===== src/rtl/cnt_digits_seg7_if.sv =====
// Control and display bundle of the multi-digit tick counter.
// The testbench drives through master; the counter uses slave.
interface cnt_digits_seg7_if #(
    parameter int unsigned DIGITS = 2
);
    logic                      en;
    logic                      up_dn;
    logic                      clr;
    logic                      load;
    logic [4*DIGITS-1:0]       load_val;
    logic [4*DIGITS-1:0]       digit_val;
    logic                      tick_out;
    logic                      carry_out;
    logic [DIGITS-1:0][7:0]    seg7led;

    modport master (
        output en, up_dn, clr, load, load_val,
        input  digit_val, tick_out, carry_out, seg7led
    );

    modport slave (
        input  en, up_dn, clr, load, load_val,
        output digit_val, tick_out, carry_out, seg7led
    );
endinterface


===== src/rtl/cnt_digits_seg7.sv =====
// Prescaled multi-digit up/down counter with carry chain and registered
// active-low 7-segment drive (leading-zero blanking, heartbeat dp).
module cnt_digits_seg7 #(
    parameter int unsigned FREQUENCY = 50_000_000,
    parameter int unsigned TICK_HZ   = 1,
    parameter int unsigned DIGITS    = 2,
    parameter int unsigned RADIX     = 10,
    parameter int unsigned BLANK_LZ  = 0
) (
    input  logic               clk,
    input  logic               n_rst,
    cnt_digits_seg7_if.slave   cnt_if
);
    localparam int unsigned DIV  = FREQUENCY / TICK_HZ;
    localparam int unsigned PW   = (DIV > 1) ? $clog2(DIV) : 1;
    localparam int unsigned HALF = DIV / 2;
    localparam logic [3:0]  RMAX = 4'(RADIX - 1);

    // Hex glyphs, active-low, bit0 = a .. bit6 = g.
    function automatic logic [6:0] glyph(input logic [3:0] v);
        logic [6:0] g;
        case (v)
            4'h0: g = 7'h40;  4'h1: g = 7'h79;  4'h2: g = 7'h24;  4'h3: g = 7'h30;
            4'h4: g = 7'h19;  4'h5: g = 7'h12;  4'h6: g = 7'h02;  4'h7: g = 7'h78;
            4'h8: g = 7'h00;  4'h9: g = 7'h10;  4'hA: g = 7'h08;  4'hB: g = 7'h03;
            4'hC: g = 7'h46;  4'hD: g = 7'h21;  4'hE: g = 7'h06;  default: g = 7'h0E;
        endcase
        return g;
    endfunction

    function automatic logic [DIGITS-1:0][7:0] seg_reset();
        logic [DIGITS-1:0][7:0] s;
        for (int i = 0; i < int'(DIGITS); i++)
            s[i] = (i == 0 || BLANK_LZ == 0) ? 8'hC0 : 8'hFF;
        return s;
    endfunction

    localparam logic [DIGITS-1:0][7:0] SEG_RST = seg_reset();

    logic [PW-1:0]              pre_q, pre_d;
    logic                       tick_q, tick_d;
    logic                       carry_q, carry_d;
    logic [DIGITS-1:0][3:0]     dig_q, dig_d;
    logic [DIGITS-1:0][7:0]     seg_q, seg_d;
    logic                       lower_term;
    logic                       hz;
    logic [3:0]                 fld;

    // Prescaler, tick generation and digit chain; clr beats load beats count.
    always_comb begin
        pre_d      = pre_q;
        tick_d     = 1'b0;
        carry_d    = 1'b0;
        dig_d      = dig_q;
        lower_term = 1'b1;
        fld        = 4'd0;

        if (cnt_if.en)
            pre_d = (pre_q == PW'(DIV - 1)) ? '0 : pre_q + PW'(1);
        tick_d = cnt_if.en & (pre_q == PW'(DIV - 1));

        if (cnt_if.clr) begin
            pre_d  = '0;
            tick_d = 1'b0;
            dig_d  = '0;
        end else if (cnt_if.load) begin
            for (int i = 0; i < int'(DIGITS); i++) begin
                fld      = cnt_if.load_val[4*i +: 4];
                dig_d[i] = (fld > RMAX) ? RMAX : fld;
            end
        end else if (cnt_if.en && tick_q) begin
            for (int i = 0; i < int'(DIGITS); i++) begin
                if (lower_term)
                    dig_d[i] = cnt_if.up_dn ? ((dig_q[i] == RMAX) ? 4'd0 : dig_q[i] + 4'd1)
                                            : ((dig_q[i] == 4'd0) ? RMAX : dig_q[i] - 4'd1);
                lower_term = lower_term & (dig_q[i] == (cnt_if.up_dn ? RMAX : 4'd0));
            end
            carry_d = lower_term;
        end
    end

    // Segment image of the current digits; dp tracks the prescaler phase it will show with.
    always_comb begin
        seg_d = '0;
        hz    = 1'b1;
        for (int i = int'(DIGITS) - 1; i >= 0; i--) begin
            hz            = hz & (dig_q[i] == 4'd0);
            seg_d[i][6:0] = (BLANK_LZ != 0 && i != 0 && hz) ? 7'h7F : glyph(dig_q[i]);
            seg_d[i][7]   = 1'b1;
        end
        seg_d[0][7] = ~(cnt_if.en & (pre_d < PW'(HALF)));
    end

    always_ff @(posedge clk or negedge n_rst) begin
        if (!n_rst) begin
            pre_q   <= '0;
            tick_q  <= 1'b0;
            carry_q <= 1'b0;
            dig_q   <= '0;
            seg_q   <= SEG_RST;
        end else begin
            pre_q   <= pre_d;
            tick_q  <= tick_d;
            carry_q <= carry_d;
            dig_q   <= dig_d;
            seg_q   <= seg_d;
        end
    end

    assign cnt_if.digit_val = dig_q;
    assign cnt_if.tick_out  = tick_q;
    assign cnt_if.carry_out = carry_q;
    assign cnt_if.seg7led   = seg_q;
endmodule


===== src/flat_wrapper.sv =====
// flat-port wrapper written by rule: the top's interface ports become plain ports
module cnt_digits_seg7_flat 
#(
    parameter int unsigned FREQUENCY = 50_000_000,
    parameter int unsigned TICK_HZ   = 1,
    parameter int unsigned DIGITS    = 2,
    parameter int unsigned RADIX     = 10,
    parameter int unsigned BLANK_LZ  = 0
)
  (clk, n_rst, cnt_if_en, cnt_if_up_dn, cnt_if_clr, cnt_if_load, cnt_if_load_val, cnt_if_digit_val, cnt_if_tick_out, cnt_if_carry_out, cnt_if_seg7led);
  cnt_digits_seg7_if #(.DIGITS(DIGITS)) cnt_if_i ();
  input  logic clk;
  input  logic n_rst;
  input wire logic [$bits(cnt_if_i.en)-1:0] cnt_if_en;
  input wire logic [$bits(cnt_if_i.up_dn)-1:0] cnt_if_up_dn;
  input wire logic [$bits(cnt_if_i.clr)-1:0] cnt_if_clr;
  input wire logic [$bits(cnt_if_i.load)-1:0] cnt_if_load;
  input wire logic [$bits(cnt_if_i.load_val)-1:0] cnt_if_load_val;
  output wire logic [$bits(cnt_if_i.digit_val)-1:0] cnt_if_digit_val;
  output wire logic [$bits(cnt_if_i.tick_out)-1:0] cnt_if_tick_out;
  output wire logic [$bits(cnt_if_i.carry_out)-1:0] cnt_if_carry_out;
  output wire logic [$bits(cnt_if_i.seg7led)-1:0] cnt_if_seg7led;
  assign cnt_if_i.en = cnt_if_en;
  assign cnt_if_i.up_dn = cnt_if_up_dn;
  assign cnt_if_i.clr = cnt_if_clr;
  assign cnt_if_i.load = cnt_if_load;
  assign cnt_if_i.load_val = cnt_if_load_val;
  assign cnt_if_digit_val = cnt_if_i.digit_val;
  assign cnt_if_tick_out = cnt_if_i.tick_out;
  assign cnt_if_carry_out = cnt_if_i.carry_out;
  assign cnt_if_seg7led = cnt_if_i.seg7led;
  cnt_digits_seg7 #(.FREQUENCY(FREQUENCY), .TICK_HZ(TICK_HZ), .DIGITS(DIGITS), .RADIX(RADIX), .BLANK_LZ(BLANK_LZ)) u_core (.clk(clk), .n_rst(n_rst), .cnt_if(cnt_if_i));
endmodule

===== config.mk =====
export PLATFORM = sky130hd
export DESIGN_NAME = cnt_digits_seg7_flat
export DESIGN_NICKNAME = d
export VERILOG_FILES = /design/src/rtl/cnt_digits_seg7_if.sv /design/src/rtl/cnt_digits_seg7.sv /design/src/flat_wrapper.sv
export SDC_FILE = /design/constraint.sdc
export NUM_CORES = 1
export LEC_CHECK = 0
export ABC_AREA = 1
export CAP_MARGIN = 20
export CORE_UTILIZATION = 50
export DETAILED_ROUTE_END_ITERATION = 8
export GPL_TIMING_DRIVEN = 0
export HOLD_SLACK_MARGIN = 0.06
export PLACE_DENSITY_LB_ADDON = 0.25
export SLEW_MARGIN = 20
export SYNTH_ARGS = -nofsm -noshare
export SYNTH_HDL_FRONTEND = slang
export SYNTH_SLANG_ARGS = --single-unit

===== constraint.sdc =====
create_clock -name clk -period 5 [get_ports clk]
set_clock_uncertainty 0.2 [all_clocks]
set_input_delay 1 -clock clk [delete_from_list [all_inputs] [get_ports clk]]
set_output_delay 1 -clock clk [all_outputs]
set_load 0.005 [all_outputs]

Word-level counts from Yosys, hierarchy flattened:

Memory sizes are Yosys's and may differ from the RTL's. A register that Yosys moved wholly into a read port is not among the register bits.
Cells that the tools add are included.

* add/subtract/negate cells: 5
* $lt $le $gt $ge: 3
* muxes and demuxes: 20
* bitwise operators: 4
* equal/unequal tests: 5
* reduce and logical (&&, ||, !) cells: 8
* $mul: 0
* div/mod/pow operators: 0
* shifts and indexed selects: 0

Operators with widths (number)
* 26-bit two-way mux: 3
* 4-bit two-way mux: 10
* 26-bit by 1-bit adder with 26-bit output, second input constant: 1
* 26-bit == test, second input constant: 1
* 26-bit by 25-bit < comparator with 1-bit output, second input constant: 1
* 8-bit two-way mux: 3
* 4-bit by 1-bit adder with 4-bit output, second input constant: 2
* 4-bit == test: 2
* 4-bit == test, second input constant: 2
* 4-bit > comparator, second input constant: 2
* 4-bit logical NOT: 2
* 4-bit by 1-bit subtractor with 4-bit output, second input constant: 2
* 3-bit nonzero test: 2
* 1-bit two-way mux: 4
* 1-bit AND: 3
* 1-bit logical NOT: 2
* 2-bit AND reduction: 1
* 1-bit logical AND: 1
* 1-bit inverter: 1

* word-level logic and storage cells: 53
* RAM bits: 0
* latch bits: 0
* bits in read-only memories: 224
* flip-flop bits (word level): 44
* memories kept: 2
* bits of input ports: 14

Memories
* (name not given): depth 16, bits a word 7, read ports 1, clocked after Yosys merged registers in 1, wr ports 0, RTL line cnt_digits_seg7.sv:22 `case (v)`
* (name not given): depth 16, bits a word 7, read ports 1, clocked after Yosys merged registers in 1, wr ports 0, RTL line cnt_digits_seg7.sv:22

Depth between registers and ports, before layout:

Gate-level depths: netlist of run 1.

* word-level depth: 7
* mapped depth: 15
* gate-level depth less buffers: 15

Least setup slack after synthesis of run 1:

No wires, ideal clock.

* path kind: input -> register
* from: in cnt_if_en
* to: reg u_core.seg_q, in the netlist u_core.cnt_if.seg7led[7]
* stages: 13
* arrival time: 2.134 ns
* buffers on the path: 1
* data required time: 4.740 ns
* slack: 2.606 ns
* library setup time: 0.060 ns
* cells stage by stage: buf_4 -> inv_2 -> nor2_1 -> nand2_1 -> nor2_4 -> nand2_1 -> nand2_1 -> nand3_4 -> nor2_2 -> nand3_1 -> nor2_1 -> nand2_1 -> nand2_1

RTL lines
* start, declared: RTL line flat_wrapper.sv:14 `input wire logic [$bits(cnt_if_i.en)-1:0] cnt_if_en;`
* end signal, assigned: RTL line cnt_digits_seg7.sv:106 `seg_q <= seg_d;`
* end, declared: RTL line cnt_digits_seg7.sv:44 `logic [DIGITS-1:0][7:0] seg_q, seg_d;`

==> qor.csv, run 1 <==
metric,value,unit
cp_cell_sequence,clkdlybuf4s50_1 -> clkinv_1 -> clkbuf_1 -> nand3_1 -> nor2_1 -> nand2_1 -> nor2_1 -> nand2_1 -> nand2_1 -> nand2_1 -> nand2_1,
cp-end-kind,flip-flop,
swShare,27.8,%
clock_power_share,33.7,%
wirelength,8.05,mm
fin_crit,3.02,ns
drv_cap,0,
cts_made_buffers,5,
viasPerCell,5.61,
grt_max_degree,52,
grt_pass1_wl,13.7,mm
rows,29,
clk_pin_slew,0.10,ns
cp.arrival,3.08,ns
synthCells,447,
initial_utilization,52.1,%
overflow,0,
cts.sinks,51,
ys_seq_elements,51,
fin_nets,520,
slew_headroom,56.8,%
postRouteAntennaNets,0,
cts_setup_buffers,0,
antenna_cells,0,
clk_latency,0.31,ns
synthTopCellsByArea,"dfrtp_1 36%, nand2_1 11%, inv_1 6.6%, nand3_1 6.6%, nor2_1 6.4%",
rsz0062_at_grt,no,
grt_pass1_vias,2999,
final_cell_mix,"95 x nand2_1, 59 x inv_1, 57 x nor2_1, 48 x dfrtp_1, 44 x nand3_1",
cpMostUsedCell,nand2_1,
powerDensity,261,nW/um^2
hold_violations,0,
p_seq_share,45.1,%
ios,40,
port_buffers,38,
firstDrtPassIters,5,
n_fill_cell,567,
yosysTopAreaCell,dfrtp_1,
cts_buffer_depth,2,
p_comb_share,21.2,%
p_int,746,uW
crit_required,5.06,ns
max_slew.worst_pin.slew,0.647,ns
core_region_area,6420,sq um
synth_area,3350,sq um
drc,0,
total_leakage_power,1.79,nW
antenna_found_initial,0,
cp_num_buf_inv,3,
syn-num-nets,475,
htreeDepth,2,
die_y,83.8,microns
yosys_warnings,0,
yosysSeqAreaShare,38.2,%
die_area,7030,sq um
period_share,60.5,%
ir_worst_vdd,0.000165,V
syn_area_per_cell,7.49,sq um
crit_slowest_cell,clkdlybuf4s50_1,
areaGrowthSynthToFinish,18.2,%
die-width,83.8,microns
cts-root-buf,clkbuf_8,
final_core_util,61.6,%
gp_congestion,0.936,
crit_family,buffers and inverters,
hpwl,5.96,mm
slew_viol_final,0,
first_iter_violations,195,
vias,3197,
synth.top_cell.area_share,35.9,%
final_cell_area,3960,sq um
path_class,input pin to flip-flop,
drt-wirelength-per-cell,14.1,microns
dpl_cell_area,3820,sq um
grtUsageTotal,24.1,%
startpoint_type,input pin,
cts_hold_buf,0,
run_status,"complete, no violations",
layout-drive-gt1-share,8.52,%
final_common_cell,nand2_1,
max_freq,331,MHz
netSwitchingPower,288,uW
crit_path_max_incr_delay,0.55,ns
setup_violations,0,
hold_path.class,flip-flop to flip-flop,
path_max_fanout,10,
ctsResizeCount,0,
synth_cell_type_count,43,
cts_tree,done,
timing.setup.tns,0,ns
[area by class of cell]
class / count / area [sq um] / share of cell area [%]
Buffer: 7 / 42.5 / 1.07
Multi-Input combinational cell: 324 / 1780 / 45.0
Inverter: 65 / 244 / 6.16
Tap cell: 77 / 96.3 / 2.43
Timing Repair Buffer: 38 / 378 / 9.54
Clock inverter: 3 / 67.6 / 1.71
Sequential cell: 51 / 1280 / 32.3
Clock buffer: 5 / 68.8 / 1.74
[cell usage after synthesis, drive strengths merged]
cell type and instances:
nand3b 1, dfstp 3, o221ai 3, a32oi 2, o41ai 1, nor2 71, a22oi 2, a211oi 2
o211ai 4, a31oi 1, clkbuf 3, o21a 3, o32ai 4, o22ai 12, buf 4, nand2 98
conb 1, o21bai 3, nand3 50, clkinv 5, ha 14, o2111ai 2, o21ai 20, or2 1
nand4 10, xor2 6, a2111oi 1, nor3 4, xnor2 1, inv 60, dfrtp 48, a21oi 7
[kinds of logic after synthesis]
kind of cell | Yosys count | share of synthesized area, %
AND/OR/NAND/NOR | 235 | 32.9
buffers and inverters | 72 | 8.56
AO/OA/AOI/OAI | 67 | 13.1
flip-flops | 51 | 38.2
adder cells (fa/ha/maj) | 14 | 5.23
XOR/XNOR | 7 | 1.83
other | 1 | 0.112
[worst reg2reg max path: stages, from the launching register on]
cell	delay, ns
dfrtp_1	0.44
ha_1	0.21
nand3_1	0.10
nor2_1	0.17
nand3_2	0.16
nor2_1	0.20
nand2_1	0.09
xor2_1	0.15
nor2_1	0.13
nand3_1	0.08
nor2_1	0.09
nand2_1	0.05
nand2_1	0.06
[metrics by stage]
step | instances | power, mW | hold WS (ns) | setup slack (ns)
after floorplan | 447 | 0.583 | 0.326 | 2.61
after global placement | 562 | 0.689 | 0.359 | 1.23
after detailed placement | 562 | 0.692 | 0.365 | 1.69
after CTS | 570 | 1.04 | 0.381 | 2.02
after global routing | 570 | 1.08 | 0.428 | 1.77
final | 570 | 1.03 | 0.378 | 1.98
[power by group through the flow]
stage	combinational [mW]	clock (mW)	sequential [mW]
finish	0.219	0.348	0.467
global route	0.240	0.366	0.471
CTS	0.219	0.352	0.467
detailed placement	0.218	0	0.475
global placement	0.216	0	0.473
floorplan	0.110	0	0.473
[metal layers]
metal | vias to the layer above | GRT usage (%) | wire [microns]
met5 | - | 0 | 0
met4 | 0 | 7.84 | 106
met3 | 11 | 4.15 | 423
met2 | 100 | 41.5 | 3870
met1 | 1514 | 30.8 | 3640
li1 | 1572 | - | -
[sequential cells by signal (all words and copies together), names as in the netlist]
register                 count
u_core.cnt_if.carry_out      1
u_core.cnt_if.tick_out       1
u_core.cnt_if.digit_val      8
u_core.pre_q                26
u_core.cnt_if.seg7led       15
[final timing paths]
| kind | end | start | slack (ns) | cells past startpoint |
|---|---|---|---|---|
| worst max-delay path | u_core.cnt_if.seg7led[7]$_DFF_PN1_ | cnt_if_clr | 1.98 | 11 |
| worst min-delay path | u_core.pre_q[22]$_DFF_PN0_ | u_core.pre_q[22]$_DFF_PN0_ | 0.38 | 3 |
| worst max register to register | u_core.cnt_if.seg7led[7]$_DFF_PN1_ | u_core.pre_q[0]$_DFFE_PN0P_ | 2.82 | 12 |
| worst min register to register | u_core.pre_q[22]$_DFF_PN0_ | u_core.pre_q[22]$_DFF_PN0_ | 0.38 | 3 |
| max in group asynchronous | u_core.pre_q[14]$_DFF_PN0_ | n_rst | 3.66 | 1 |
| min in group asynchronous | u_core.pre_q[7]$_DFF_PN0_ | n_rst | 0.49 | 1 |
No activity file was read; power rests on OpenSTA's default activity.
==> run 2, diff against run 1 <==
Clock period 5 ns to 2.6 ns, I/O delays scaled along.
==> run 2 against run 1 <==
  * First-iteration DRC count up 5.1%
  * Via count down 0.47%
  * Global-route usage unchanged
  * Clock power up 92%
  * Critical path type unchanged
  * Largest power group unchanged
==> qor.csv, run 2 (synthesis gave the netlist of run 1 again) <==
metric,value,unit
run_status,"complete, no violations",
wirelength,8.07,mm
areaGrowthSynthToFinish,18.6,%
period_share,92.3,%
drc,0,
hpwl,5.96,mm
gp_congestion,0.936,
grtUsageTotal,24.1,%
slew_viol_final,0,
ir_worst_vdd,0.000317,V
crit_required,2.65,ns
cts_tree,done,
viasPerCell,5.57,
powerDensity,500,nW/um^2
hold_violations,0,
largest_reg_flops,26,
path_max_fanout,10,
largest-register,u_core.pre_q,
overflow,0,
core_region_area,6420,sq um
rows,29,
initial_utilization,52.1,%
drt-wirelength-per-cell,14.1,microns
cp-end-kind,flip-flop,
antenna_cells,0,
hold_path.class,flip-flop to flip-flop,
drv_cap,0,
postRouteAntennaNets,0,
cts_buffer_depth,2,
cp.arrival,2.45,ns
cpMostUsedCell,nand2_1,
grt_pass1_wl,13.7,mm
cts-root-buf,clkbuf_8,
port_buffers,38,
ios,40,
cp_num_buf_inv,3,
fin_crit,2.40,ns
slew_headroom,56.8,%
cts.sinks,51,
grt_max_degree,52,
die-width,83.8,microns
layout-drive-gt1-share,8.70,%
vias,3182,
rsz0062_at_grt,no,
startpoint_type,input pin,
path_class,input pin to flip-flop,
final_common_cell,nand2_1,
htreeDepth,2,
max_slew.worst_pin.slew,0.649,ns
max_freq,417,MHz
setup_violations,0,
power.total,1.99,mW
grt_pass1_vias,2999,
firstDrtPassIters,4,
cts_made_buffers,5,
crit_family,buffers and inverters,
cts_setup_buffers,0,
die_area,7030,sq um
clk_latency,0.31,ns
dp.cells,562,
total_leakage_power,1.80,nW
antenna_found_initial,0,
die_y,83.8,microns
n_fill_cell,564,
final_cell_mix,"95 x nand2_1, 59 x inv_1, 57 x nor2_1, 48 x dfrtp_1, 44 x nand3_1",
fin_nets,521,
clk_pin_slew,0.10,ns
crit_path_max_incr_delay,0.64,ns
crit_slowest_cell,clkdlybuf4s50_1,
fin_cells,571,
first_iter_violations,205,
whs,0.378,ns
cp_cell_sequence,clkdlybuf4s50_1 -> clkinv_1 -> clkbuf_2 -> nand3_1 -> nor2_1 -> nand2_1 -> nor2_1 -> nand2_1 -> nand2_1 -> nand2_1 -> nand2_1,
-- run 2: cell count changes in the layout (fill, tap and decap cells not counted), sizes merged --
cell / previous run / this run
dlygate4sd3: 0 / 1
-- run 2: final cells by class --
cell class	count	area (sq um)	share of cell area [%]
Multi-Input combinational cell	324	1780	44.9
Timing Repair Buffer	39	388	9.77
Sequential cell	51	1280	32.2
Tap cell	77	96.3	2.43
Inverter	65	244	6.15
Buffer	7	43.8	1.10
Clock buffer	5	68.8	1.73
Clock inverter	3	67.6	1.70
-- run 2: what timing repair did --
item                                   CTS  global route
setup endpoints to repair                0             1
resized for setup                        0             2
endpoints found under the hold margin   14             0
hold buffers                             1             0
-- run 2: power by group --
| group | switching, mW | internal, mW |
|---|---|---|
| Sequential | 0.0450 | 0.852 |
| Clock | 0.283 | 0.384 |
| Combinational | 0.222 | 0.200 |
| Total | 0.550 | 1.44 |
-- run 2: through the flow --
step / worst slack (ns) / instance area, sq um / utilization [%] / setup TNS [ns]
after floorplan: 0.686 / 3350 / - / 0
after global placement: -0.689 / 3820 / 59.6 / -33.58
after detailed placement: -0.234 / 3820 / 59.5 / -0.266
after CTS: 0.0952 / 3970 / 61.8 / 0
after global routing: 0.0436 / 3970 / 61.8 / 0
final: 0.200 / 3970 / 61.8 / 0
-- run 2: worst register-to-register path, delay by kind of cell (launching register included) --
kind,cells,cell delay (ns)
XOR/XNOR,1,0.16
flip-flops,1,0.44
adder cells (fa/ha/maj),1,0.21
AND/OR/NAND/NOR,10,1.13
-- run 2: final timing paths --
| check | endpoint | slack [ns] | startpoint | cells past startpoint |
|---|---|---|---|---|
| max in group asynchronous | u_core.pre_q[14]$_DFF_PN0_ | 1.20 | n_rst | 2 |
| worst min register to register | u_core.pre_q[22]$_DFF_PN0_ | 0.38 | u_core.pre_q[22]$_DFF_PN0_ | 3 |
| worst max register to register | u_core.cnt_if.seg7led[7]$_DFF_PN1_ | 0.42 | u_core.pre_q[0]$_DFFE_PN0P_ | 12 |
| worst max-delay path | u_core.cnt_if.seg7led[7]$_DFF_PN1_ | 0.20 | cnt_if_clr | 11 |
| worst min-delay path | u_core.pre_q[22]$_DFF_PN0_ | 0.38 | u_core.pre_q[22]$_DFF_PN0_ | 3 |
| min in group asynchronous | u_core.pre_q[7]$_DFF_PN0_ | 0.56 | n_rst | 2 |
-- run 2: layer usage --
metal  share of wire (%)  track usage [%]  up-vias
li1                    -                -     1572
met1                  45             30.8     1506
met2                  48             41.5       91
met3                 5.0             4.15       13
met4                 1.6             7.84        0
met5                   0                0        -
==> run 3, diff against run 2 <==
Settings changed: ABC_AREA 1 to default, PLACE_DENSITY from default to 0.76, PLACE_DENSITY_LB_ADDON 0.25 to default, SLEW_MARGIN 20 to 10.
==> run 3 against run 2 <==
  * Largest power group unchanged
  * Non-clock buffer count is 19 higher
  * Final area is 1.3% lower
  * Worst hold slack gained 0.022 ns
==> qor.csv, run 3 <==
metric,value,unit
run_status,"complete, no violations",
wirelength,7.53,mm
gp_congestion,0.869,
clk_latency,0.30,ns
fin_nets,449,
die_y,82.8,microns
powerDensity,463,nW/um^2
path_class,input pin to flip-flop,
startpoint_type,input pin,
postRouteAntennaNets,0,
first_iter_violations,189,
place_ws,-0.678,ns
yosys_warnings,0,
drt-wirelength-per-cell,15.1,microns
yosysSeqAreaShare,39.2,%
synthTopCellsByArea,"dfrtp_1 37%, ha_1 5.4%, a21oi_1 4.1%, nor2_1 4.0%, o21ai_0 4.0%",
overflow,0,
synth.top_cell.area_share,36.8,%
htreeDepth,2,
grt_pass1_vias,2794,
final_common_cell,dfrtp_1,
ios,40,
hpwl,5.42,mm
port_buffers,37,
largest-register,u_core.pre_q,
synth_edf_count,0,
areaGrowthSynthToFinish,19.9,%
largest_reg_flops,26,
antenna_cells,0,
viasPerCell,5.87,
ys_seq_elements,51,
yosysTopAreaCell,dfrtp_1,
drc,0,
layout-drive-gt1-share,8.77,%
rows,29,
cts-root-buf,clkbuf_8,
hold_violations,0,
vias,2930,
slew_headroom,55.6,%
antenna_found_initial,0,
slew_viol_final,0,
cts.sinks,51,
cp.arrival,2.62,ns
period_share,99.5,%
timing.setup.tns,0,ns
grtUsageTotal,22.4,%
synth_area,3270,sq um
synth_cell_type_count,64,
syn_area_per_cell,8.74,sq um
clk_pin_slew,0.10,ns
cts_buffer_depth,2,
drv_cap,0,
cts_made_buffers,5,
cp-end-kind,flip-flop,
grt_max_degree,37,
ys_top_cells_by_count,"48 x dfrtp_1, 35 x nor2_1, 27 x a21oi_1, 27 x nand2_1, 26 x o21ai_0",
fin_ws,0.0134,ns
firstDrtPassIters,4,
path_max_fanout,8,
cts_tree,done,
synthArstFlopShare,100,%
max_slew.worst_pin.slew,0.665,ns
total_leakage_power,1.59,nW
initial_utilization,51.8,%
synthCells,374,
grt_pass1_wl,12.8,mm
crit_required,2.64,ns
hold_path.class,flip-flop to flip-flop,
ir_worst_vdd,0.000362,V
core_region_area,6310,sq um
synth-main-ff-cell,dfrtp_1,
final_core_util,62.0,%
die-width,82.8,microns
rsz0062_at_grt,yes,
die_area,6860,sq um
fin_crit,2.59,ns
max_freq,387,MHz
synth_most_common_cell,dfrtp_1,
syn-num-nets,402,
setup_violations,0,
final_cell_mix,"47 x dfrtp_1, 35 x nor2_1, 35 x clkdlybuf4s50_1, 27 x nand2_1, 27 x a21oi_1",
run 3: per-layer routing:
metal	GRT usage [%]	wire, microns	up-vias
met1	28.6	3480	1418
met3	3.58	209	6
met2	38.7	3770	60
li1	-	-	1446
met5	0	0	-
met4	7.68	75	0
run 3: stage by stage:
| step | cells | hold slack [ns] | total power, mW | cell area, sq um |
|---|---|---|---|---|
| floorplan | 374 | 0.0244 | 1.06 | 3270 |
| global placement | 488 | 0.372 | 1.23 | 3730 |
| detailed placement | 489 | 0.263 | 1.23 | 3750 |
| CTS | 499 | 0.399 | 1.83 | 3890 |
| global route | 499 | 0.433 | 1.90 | 3920 |
| finish | 499 | 0.400 | 1.82 | 3920 |
run 3: what timing repair did:
item                       in CTS  in global routing
hold buffers                    1                  0
cloned                          0                  0
setup buffers                   1                  1
hold endpoints to repair       14                  0
setup endpoints to repair      11                 11
pin swaps                       1                  5
resized for setup               5                 10
run 3: layout make-up:
class	count	area, sq um
flip-flops and latches	51	1280
fillers	572	2400
well taps	77	96.3
clock inverters	2	38.8
inverters	20	75.1
multi-input cells	278	1830
repair buffers	41	410
plain buffers	24	108
clock buffers	6	82.6
run 3: logic make-up (layout without fill, tap and decap cells):
logic type / count (synthesis) / after routing / share of synthesized area (%)
DFF: 51 / 51 / 39.2
muxes: 5 / 5 / 1.91
and+or+nand+nor: 145 / 145 / 24.4
other: 1 / 1 / 0.115
AOI/OAI and AO/OA: 96 / 96 / 19.1
xor gates and xnor gates: 17 / 17 / 4.56
adders and majority gates: 14 / 14 / 5.36
buffers and inverters: 45 / 93 / 5.36
run 3: critical path, cell delays in order:
cell and delay [ns]:
clkdlybuf4s15_1 0.32, nand4_4 0.17, or4_4 0.51, buf_6 0.15, or3_4 0.34, a2111oi_4 0.30, nand4b_1 0.13, o21ai_1 0.17
run 3: final timing paths:
check | from | end | slack (ns) | depth (start not counted)
max in group asynchronous | n_rst | u_core.cnt_if.seg7led[6]$_DFF_PN1_ | 1.17 | 3
worst min-delay path | u_core.pre_q[14]$_DFF_PN0_ | u_core.pre_q[14]$_DFF_PN0_ | 0.40 | 2
worst max register to register | u_core.pre_q[1]$_DFFE_PN0P_ | u_core.cnt_if.seg7led[7]$_DFF_PN1_ | 0.02 | 8
worst max-delay path | cnt_if_en | u_core.cnt_if.seg7led[7]$_DFF_PN1_ | 0.01 | 8
min in group asynchronous | n_rst | u_core.pre_q[16]$_DFF_PN0_ | 0.46 | 2
worst min register to register | u_core.pre_q[14]$_DFF_PN0_ | u_core.pre_q[14]$_DFF_PN0_ | 0.40 | 2
run 3: power by group:
part,switching (mW),internal [mW]
Sequential,0.0252,0.839
Combinational,0.185,0.173
Clock,0.275,0.317
Total,0.486,1.33
